===== src/rtl/bus_sequencer_if.sv =====
// bus_sequencer_if: sequencer bus bundle (start/step_mode/opcode/zero in; memory controls, datapath strobes, halt/phase/instr_cnt out)
interface bus_sequencer_if #(
  parameter int OPCODE_WIDTH = 3,
  parameter int PHASE_WIDTH = 3,
  parameter int CNT_WIDTH = 16
) ();
  logic start;
  logic step_mode;
  logic [OPCODE_WIDTH-1:0] opcode;
  logic zero;
  logic sel;
  logic rd;
  logic ld_ir;
  logic wr;
  logic data_e;
  logic inc_pc;
  logic ld_pc;
  logic ld_ac;
  logic halt;
  logic [PHASE_WIDTH-1:0] phase;
  logic [CNT_WIDTH-1:0] instr_cnt;
  modport master (
    input start, step_mode, opcode, zero,
    output sel, rd, ld_ir, wr, data_e, inc_pc, ld_pc, ld_ac, halt, phase, instr_cnt
  );
  modport slave (
    output start, step_mode, opcode, zero,
    input sel, rd, ld_ir, wr, data_e, inc_pc, ld_pc, ld_ac, halt, phase, instr_cnt
  );
endinterface


===== src/rtl/bus_sequencer.sv =====
// bus_sequencer: 8-phase instruction sequencer with run/stop/halt, single-step and saturating retired count (clk, rst, bus master modport)
module bus_sequencer #(
  parameter int OPCODE_WIDTH = 3,
  parameter int PHASE_WIDTH = 3,
  parameter int CNT_WIDTH = 16
) (
  input logic clk,
  input logic rst,
  bus_sequencer_if.master bus
);
  localparam logic [1:0] STOPPED = 2'd0;
  localparam logic [1:0] RUN = 2'd1;
  localparam logic [1:0] HALTED = 2'd2;
  localparam logic [OPCODE_WIDTH-1:0] HLT = OPCODE_WIDTH'(0);
  localparam logic [OPCODE_WIDTH-1:0] SKZ = OPCODE_WIDTH'(1);
  localparam logic [OPCODE_WIDTH-1:0] ADD = OPCODE_WIDTH'(2);
  localparam logic [OPCODE_WIDTH-1:0] AND = OPCODE_WIDTH'(3);
  localparam logic [OPCODE_WIDTH-1:0] XOR = OPCODE_WIDTH'(4);
  localparam logic [OPCODE_WIDTH-1:0] LDA = OPCODE_WIDTH'(5);
  localparam logic [OPCODE_WIDTH-1:0] STO = OPCODE_WIDTH'(6);
  localparam logic [OPCODE_WIDTH-1:0] JMP = OPCODE_WIDTH'(7);
  logic [1:0] state;
  logic [PHASE_WIDTH-1:0] p;
  logic [CNT_WIDTH-1:0] cnt;
  logic [CNT_WIDTH-1:0] cnt_inc;
  logic run, aluop, hlt, sto, jmp, skz;
  always_comb begin
    run = state == RUN;
    aluop = bus.opcode inside {ADD, AND, XOR, LDA};
    hlt = bus.opcode == HLT;
    sto = bus.opcode == STO;
    jmp = bus.opcode == JMP;
    skz = bus.opcode == SKZ;
    cnt_inc = &cnt ? cnt : cnt + 1'b1;
  end
  always_ff @(posedge clk or posedge rst) begin
    if (rst) begin
      state <= STOPPED;
      p <= '0;
      cnt <= '0;
    end else if (!run) begin
      if (bus.start) begin
        state <= RUN;
        p <= '0;
      end
    end else if (p == 4 && hlt) begin
      state <= HALTED;
      p <= '0;
      cnt <= cnt_inc;
    end else if (p == 7) begin
      p <= '0;
      cnt <= cnt_inc;
      state <= bus.step_mode ? STOPPED : RUN;
    end else begin
      p <= p + 1'b1;
    end
  end
  assign bus.sel = run && p < 4;
  assign bus.rd = run && (p inside {1, 2, 3} || (p >= 5 && aluop));
  assign bus.ld_ir = run && (p == 2 || p == 3);
  assign bus.wr = run && p == 7 && sto;
  assign bus.data_e = run && p >= 6 && sto;
  assign bus.inc_pc = run && (p == 4 || (p == 6 && skz && bus.zero));
  assign bus.ld_pc = run && p >= 6 && jmp;
  assign bus.ld_ac = run && p == 7 && aluop;
  assign bus.halt = state == HALTED || (run && p == 4 && hlt);
  assign bus.phase = p;
  assign bus.instr_cnt = cnt;
endmodule


===== src/flat_wrapper.sv =====
// flat-port wrapper written by rule: the top's interface ports become plain ports
module bus_sequencer_flat 
#(
  parameter int OPCODE_WIDTH = 3,
  parameter int PHASE_WIDTH = 3,
  parameter int CNT_WIDTH = 16
)
  (clk, rst, bus_start, bus_step_mode, bus_opcode, bus_zero, bus_sel, bus_rd, bus_ld_ir, bus_wr, bus_data_e, bus_inc_pc, bus_ld_pc, bus_ld_ac, bus_halt, bus_phase, bus_instr_cnt);
  bus_sequencer_if #(.OPCODE_WIDTH(OPCODE_WIDTH), .PHASE_WIDTH(PHASE_WIDTH), .CNT_WIDTH(CNT_WIDTH)) bus_i ();
  input logic clk;
  input logic rst;
  input wire logic [$bits(bus_i.start)-1:0] bus_start;
  input wire logic [$bits(bus_i.step_mode)-1:0] bus_step_mode;
  input wire logic [$bits(bus_i.opcode)-1:0] bus_opcode;
  input wire logic [$bits(bus_i.zero)-1:0] bus_zero;
  output wire logic [$bits(bus_i.sel)-1:0] bus_sel;
  output wire logic [$bits(bus_i.rd)-1:0] bus_rd;
  output wire logic [$bits(bus_i.ld_ir)-1:0] bus_ld_ir;
  output wire logic [$bits(bus_i.wr)-1:0] bus_wr;
  output wire logic [$bits(bus_i.data_e)-1:0] bus_data_e;
  output wire logic [$bits(bus_i.inc_pc)-1:0] bus_inc_pc;
  output wire logic [$bits(bus_i.ld_pc)-1:0] bus_ld_pc;
  output wire logic [$bits(bus_i.ld_ac)-1:0] bus_ld_ac;
  output wire logic [$bits(bus_i.halt)-1:0] bus_halt;
  output wire logic [$bits(bus_i.phase)-1:0] bus_phase;
  output wire logic [$bits(bus_i.instr_cnt)-1:0] bus_instr_cnt;
  assign bus_i.start = bus_start;
  assign bus_i.step_mode = bus_step_mode;
  assign bus_i.opcode = bus_opcode;
  assign bus_i.zero = bus_zero;
  assign bus_sel = bus_i.sel;
  assign bus_rd = bus_i.rd;
  assign bus_ld_ir = bus_i.ld_ir;
  assign bus_wr = bus_i.wr;
  assign bus_data_e = bus_i.data_e;
  assign bus_inc_pc = bus_i.inc_pc;
  assign bus_ld_pc = bus_i.ld_pc;
  assign bus_ld_ac = bus_i.ld_ac;
  assign bus_halt = bus_i.halt;
  assign bus_phase = bus_i.phase;
  assign bus_instr_cnt = bus_i.instr_cnt;
  bus_sequencer #(.OPCODE_WIDTH(OPCODE_WIDTH), .PHASE_WIDTH(PHASE_WIDTH), .CNT_WIDTH(CNT_WIDTH)) u_core (.clk(clk), .rst(rst), .bus(bus_i));
endmodule

===== config.mk =====
export PLATFORM = sky130hd
export DESIGN_NAME = bus_sequencer_flat
export DESIGN_NICKNAME = d
export VERILOG_FILES = /design/src/rtl/bus_sequencer_if.sv /design/src/rtl/bus_sequencer.sv /design/src/flat_wrapper.sv
export SDC_FILE = /design/constraint.sdc
export NUM_CORES = 1
export LEC_CHECK = 0
export BUFFER_PORTS_ARGS = -buffer_cell sky130_fd_sc_hd__clkbuf_2
export CORE_MARGIN = 8
export CORE_UTILIZATION = 25
export CTS_CLUSTER_SIZE = 10
export DETAILED_ROUTE_END_ITERATION = 8
export GPL_TIMING_DRIVEN = 0
export PLACE_DENSITY_LB_ADDON = 0.05
export SLEW_MARGIN = 10
export SYNTH_ARGS = -nofsm -noshare
export SYNTH_HDL_FRONTEND = slang
export SYNTH_SLANG_ARGS = --single-unit
export TNS_END_PERCENT = 1

===== constraint.sdc =====
create_clock -name clk -period 5.29 [get_ports clk]
set_input_delay 1.587 -clock clk [delete_from_list [all_inputs] [get_ports clk]]
set_output_delay 1.587 -clock clk [all_outputs]
set_load 0.1 [all_outputs]

* Word-level counts from Yosys, hierarchy flattened
Index checks and enable logic that the tools add are counted.
** Operators by class
- Mux-type cells :: 12
- Eq/ne operators :: 16
- Reduce and logical (&&, ||, !) cells :: 28
- $lt $le $gt $ge :: 3
- $add $sub $neg :: 2
** Operators by type and width (number)
- 16-bit 2-to-1 mux :: 3
- 3-bit equality test, second input constant :: 7
- 16-bit by 1-bit adder with 16-bit output, second input constant :: 1
- 1-bit logical AND :: 16
- 16-bit AND reduction :: 1
- 3-bit by 2-bit equality test with 1-bit output, second input constant :: 4
- 3-bit 2-to-1 mux :: 4
- 2-bit 2-to-1 mux :: 4
- 3-bit by 1-bit equality test with 1-bit output, second input constant :: 2
- 3-bit >= comparator, second input constant :: 2
- 1-bit logical OR :: 4
- 2-bit AND reduction :: 2
- 2-bit nonzero test :: 2
- 4-bit nonzero test :: 1
- 3-bit by 1-bit adder with 3-bit output, second input constant :: 1
- 3-bit logical NOT :: 1
- 3-bit less-than comparator, second input constant :: 1
- 3-bit inequality test, second input constant :: 1
- 3-bit nonzero test :: 1
- 2-bit by 1-bit equality test with 1-bit output, second input constant :: 1
- 2-bit equality test, second input constant :: 1
- 1-bit 2-to-1 mux :: 1
** Word-level totals
- Register bits :: 21
- Output and inout bits :: 28

* Logic depth before layout (Yosys ltp)
- Depth after elaboration :: 5
- Gate-level depth with buffers :: 7
- Depth with buffers taken out :: 6

* Least setup slack after synthesis
Ideal clock, no wire load.
- Kind :: input to output
- Start point :: input bus_opcode[2]
- End point :: output bus_inc_pc
- Path slack :: -0.254 ns
- Required time :: 3.703 ns
- Data arrival time :: 3.957 ns
- Stages on the path :: 3
- Cells stage by stage :: nor2_1 nand4_1 a21boi_0
** On the way
- Cells in the longest elaborated chain, start to end :: 5
** Ends and longest elaborated chain
- start: declaration :: RTL line flat_wrapper.sv:14 : input wire logic [$bits(bus_i.opcode)-1:0] bus_opcode;
- 3-bit by 1-bit equality test with 1-bit output :: RTL line bus_sequencer.sv:33 : skz = bus.opcode == SKZ;
- 1-bit logical AND (2 in series) :: RTL line bus_sequencer.sv:63 : assign bus.inc_pc = run && (p == 4 || (p == 6 && skz && bus.zero));
- 1-bit logical OR :: RTL line bus_sequencer.sv:63
- 1-bit logical AND :: RTL line bus_sequencer.sv:63
- end: declaration :: RTL line flat_wrapper.sv:21 : output wire logic [$bits(bus_i.inc_pc)-1:0] bus_inc_pc;
Every way passes these cells.

* Final worst setup path
- Start point :: input bus_opcode[2]
- End point :: output bus_halt
** On the way
- Cells in the longest elaborated chain, start to end :: 3
** Ends and longest elaborated chain
- 3-bit logical NOT :: RTL line bus_sequencer.sv:30 : hlt = bus.opcode == HLT;
- 1-bit logical AND :: RTL line bus_sequencer.sv:66 : assign bus.halt = state == HALTED || (run && p == 4 && hlt);
- 1-bit logical OR :: RTL line bus_sequencer.sv:66
- end: declaration :: RTL line flat_wrapper.sv:24 : output wire logic [$bits(bus_i.halt)-1:0] bus_halt;
Every way passes these cells.

==> impl_metrics.ini <==
[layout]
layout-drive-gt1-share = 0.309
syn2layout_area_growth_pct = 24.1
fin_nets = 180
diodes = 0
fill_cells = 545
stdcell_area_mm2 = 0.00159

[worst_setup_path]
end_kind = primary output
path_class = input pin to primary output
reg2reg_slack_ns = 3.27
cpPeakStageDelay_ns = 0.49
required_ns = 3.70
crit_chain = clkbuf_2 -> nor4_4 -> and3_2 -> nand2_1 -> o21ai_0 -> clkbuf_2
crit_slowest_cell = clkbuf_2
cp.arrival_ns = 3.00
startpoint_type = input pin
critPathMostFrequentCell = clkbuf_2
path_max_fanout = 4

[routing]
detail_route.iter0.violations = 16
drc_errors = 0
finalWirelength_mm = 3.20
viasPerCell = 4.55
drtPass1Iterations = 4
wl_per_cell_um = 13.6
antenna_left = 0
routed-via-count = 1069

[placed_design]
placedInstanceArea_mm2 = 0.00155
io_buffers = 35
dpl.hpwl_mm = 2.49
gp_congestion = 0.721

[yosys]
ys_seq_area_frac = 0.410
synth_mux_area_frac = 0.0176
synth_top_family_by_area = simple AND/OR/NAND/NOR gates
syn_avg_cell_area_um2 = 10.2
synth_area_mm2 = 0.00128
synth_area_leader_cell = dfrtp_1
synth_fp_nets = 140
ys_seq_elements = 21
netlist_instances = 126
synth_simple_gate_area_frac = 0.300
synthAdderAreaFrac = 0.0585
synth_compound_area_frac = 0.0790
synth_edf_count = 0
netlist-cell-type-count = 31
yosys-top-cells-area = dfrtp_1 (41%), xor2_1 (9.6%), nor4_4 (6.6%)
ys_warn_count = 0
synth_xor_xnor_area_share = 0.102
synth_top_area_frac = 0.410
synthArstFlopShare = 1.00
synth_common_cells = dfrtp_1 (21), xor2_1 (14), nand2_1 (11), nor3_1 (10), nor2_1 (7)
synth_ff_type = dfrtp_1
synth_most_common_cell = dfrtp_1

[floorplan]
die_y_um = 87.6
io_pins = 36
rows = 26
dieArea_mm2 = 0.00768
dieWidth_um = 87.6
initial_core_util = 0.254
coreArea_mm2 = 0.00504

[timing]
fin_crit_sh = 0.867
min_period_ns = 4.59
worst_slew_pin_slew_ns = 0.852
clock_skew_ns = 0.00149
timing.final.max_slew_violations = 0
setup_violations = 0
slew_headroom = 0.431
fmax_mhz = 218
hold_violations = 0
rsz0062_at_grt = no

[global_route]
grt_pass1_wl_mm = 5.35
antenna_found_initial = 0
grt_usage = 0.0888
grt_max_degree = 22
grt_overflow_total = 0
grt_pass1_vias = 1108

[cts]
cts-buffers-inserted = 3
post-cts-setup-buffers = 0
cts_resized = 0
clk_root_buffer_cell = clkbuf_8
clkSinkCount = 21
cts_tree = done
clk_latency_ns = 0.26
path_clk_slew_ns = 0.08
clockBufferDepth = 2
h-tree-depth = 1
cts-hold-fix-buffers = 0

[power_and_ir_drop]
p_per_area_mw_per_mm2 = 615
p_leak_nw = 0.780
finalPower_mw = 0.979
max-vdd-ir-drop_v = 0.000679

[hold_path]
hold_class = flop to flop

[status]
outcome = completed

[run]
cap_violations = 0
==> where the power goes <==
| group | internal (mW) | switching, mW |
|---|---|---|
| registers | 0.191 | 0.0539 |
| logic | 0.116 | 0.507 |
| clock network | 0.0526 | 0.0583 |
==> cells in the final DEF (no fill, tap or decap), drive strengths merged, types with 2 or more instances in the layout <==
| cell type | synthesis | final |
|---|---|---|
| xor2 | 14 | 14 |
| o21ai | 4 | 4 |
| a21oi | 4 | 4 |
| dfrtp | 21 | 21 |
| a21o | 2 | 2 |
| and3b | 2 | 2 |
| nor2 | 7 | 7 |
| clkbuf | 0 | 38 |
| nor4 | 9 | 9 |
| mux2 | 2 | 2 |
| buf | 2 | 2 |
| ha | 6 | 6 |
| nand2 | 11 | 11 |
| nand3 | 6 | 6 |
| nor3 | 10 | 10 |
| inv | 6 | 6 |
| and4 | 3 | 3 |
| nand4 | 6 | 6 |
==> worst max-delay path, delay by kind of cell <==
family	cells	cell delay [ns]
AO/OA/AOI/OAI	1	0.11
buffers and inverters	2	0.62
AND/OR/NAND/NOR	3	0.66
==> through the flow <==
step                      hold slack (ns)  TNS [ns]  setup slack, ns  instances   util
after floorplan                     0.540   -0.0453          -0.0244        126      -
after global placement              0.503         0            0.711        231  0.306
after detailed placement            0.503         0            0.703        231  0.306
after CTS                           0.519         0            0.700        235  0.316
after global routing                0.528         0            0.631        235  0.316
final                               0.516         0            0.705        235  0.316
==> flip-flops by register name, summed over array words and instances, names as in the netlist <==
register	cells
u_core.bus.phase	3
u_core.state	2
u_core.bus.instr_cnt	16
==> final cells by class <==
cell class              count  area, um^2  area share
multi-input cells          97         716       0.450
flip-flops and latches     21         526       0.330
repair buffers             35         175       0.110
well taps                  70        87.6      0.0550
clock buffers               3        41.3      0.0259
inverters                   6        22.5      0.0142
plain buffers               2        18.8      0.0118
clock inverters             1        5.00     0.00314
==> cell families (layout without fill, tap and decap cells) <==
kind of cell | count (synthesis) | in the layout
flip-flops | 21 | 21
adder cells (fa/ha/maj) | 6 | 6
multiplexers | 2 | 2
AND/OR/NAND/NOR | 60 | 60
XOR/XNOR | 15 | 15
AO/OA/AOI/OAI | 14 | 14
buffers and inverters | 8 | 47
==> path summary, 6_finish.rpt <==
check | from | cells past startpoint | endpoint
setup / recovery | bus_opcode[2] | 6 | bus_halt
hold / removal | u_core.bus.instr_cnt[3]$_DFFE_PP0P_ | 1 | u_core.bus.instr_cnt[3]$_DFFE_PP0P_
setup reg to reg | u_core.bus.phase[0]$_DFFE_PP0P_ | 7 | u_core.bus.instr_cnt[5]$_DFFE_PP0P_
hold reg to reg | u_core.bus.instr_cnt[3]$_DFFE_PP0P_ | 1 | u_core.bus.instr_cnt[3]$_DFFE_PP0P_
max in group asynchronous | rst | 2 | u_core.bus.instr_cnt[8]$_DFFE_PP0P_
min in group asynchronous | rst | 2 | u_core.bus.instr_cnt[6]$_DFFE_PP0P_
==> layer usage <==
layer  up-vias  global-route usage  share of wire
met4         0              0.0375         0.0078
li1        532                   -              -
met2        16               0.158           0.54
met5         -                   0              0
met1       519              0.0972           0.41
met3         2              0.0225          0.047
Note: power is estimated with default switching activity, not from simulation.
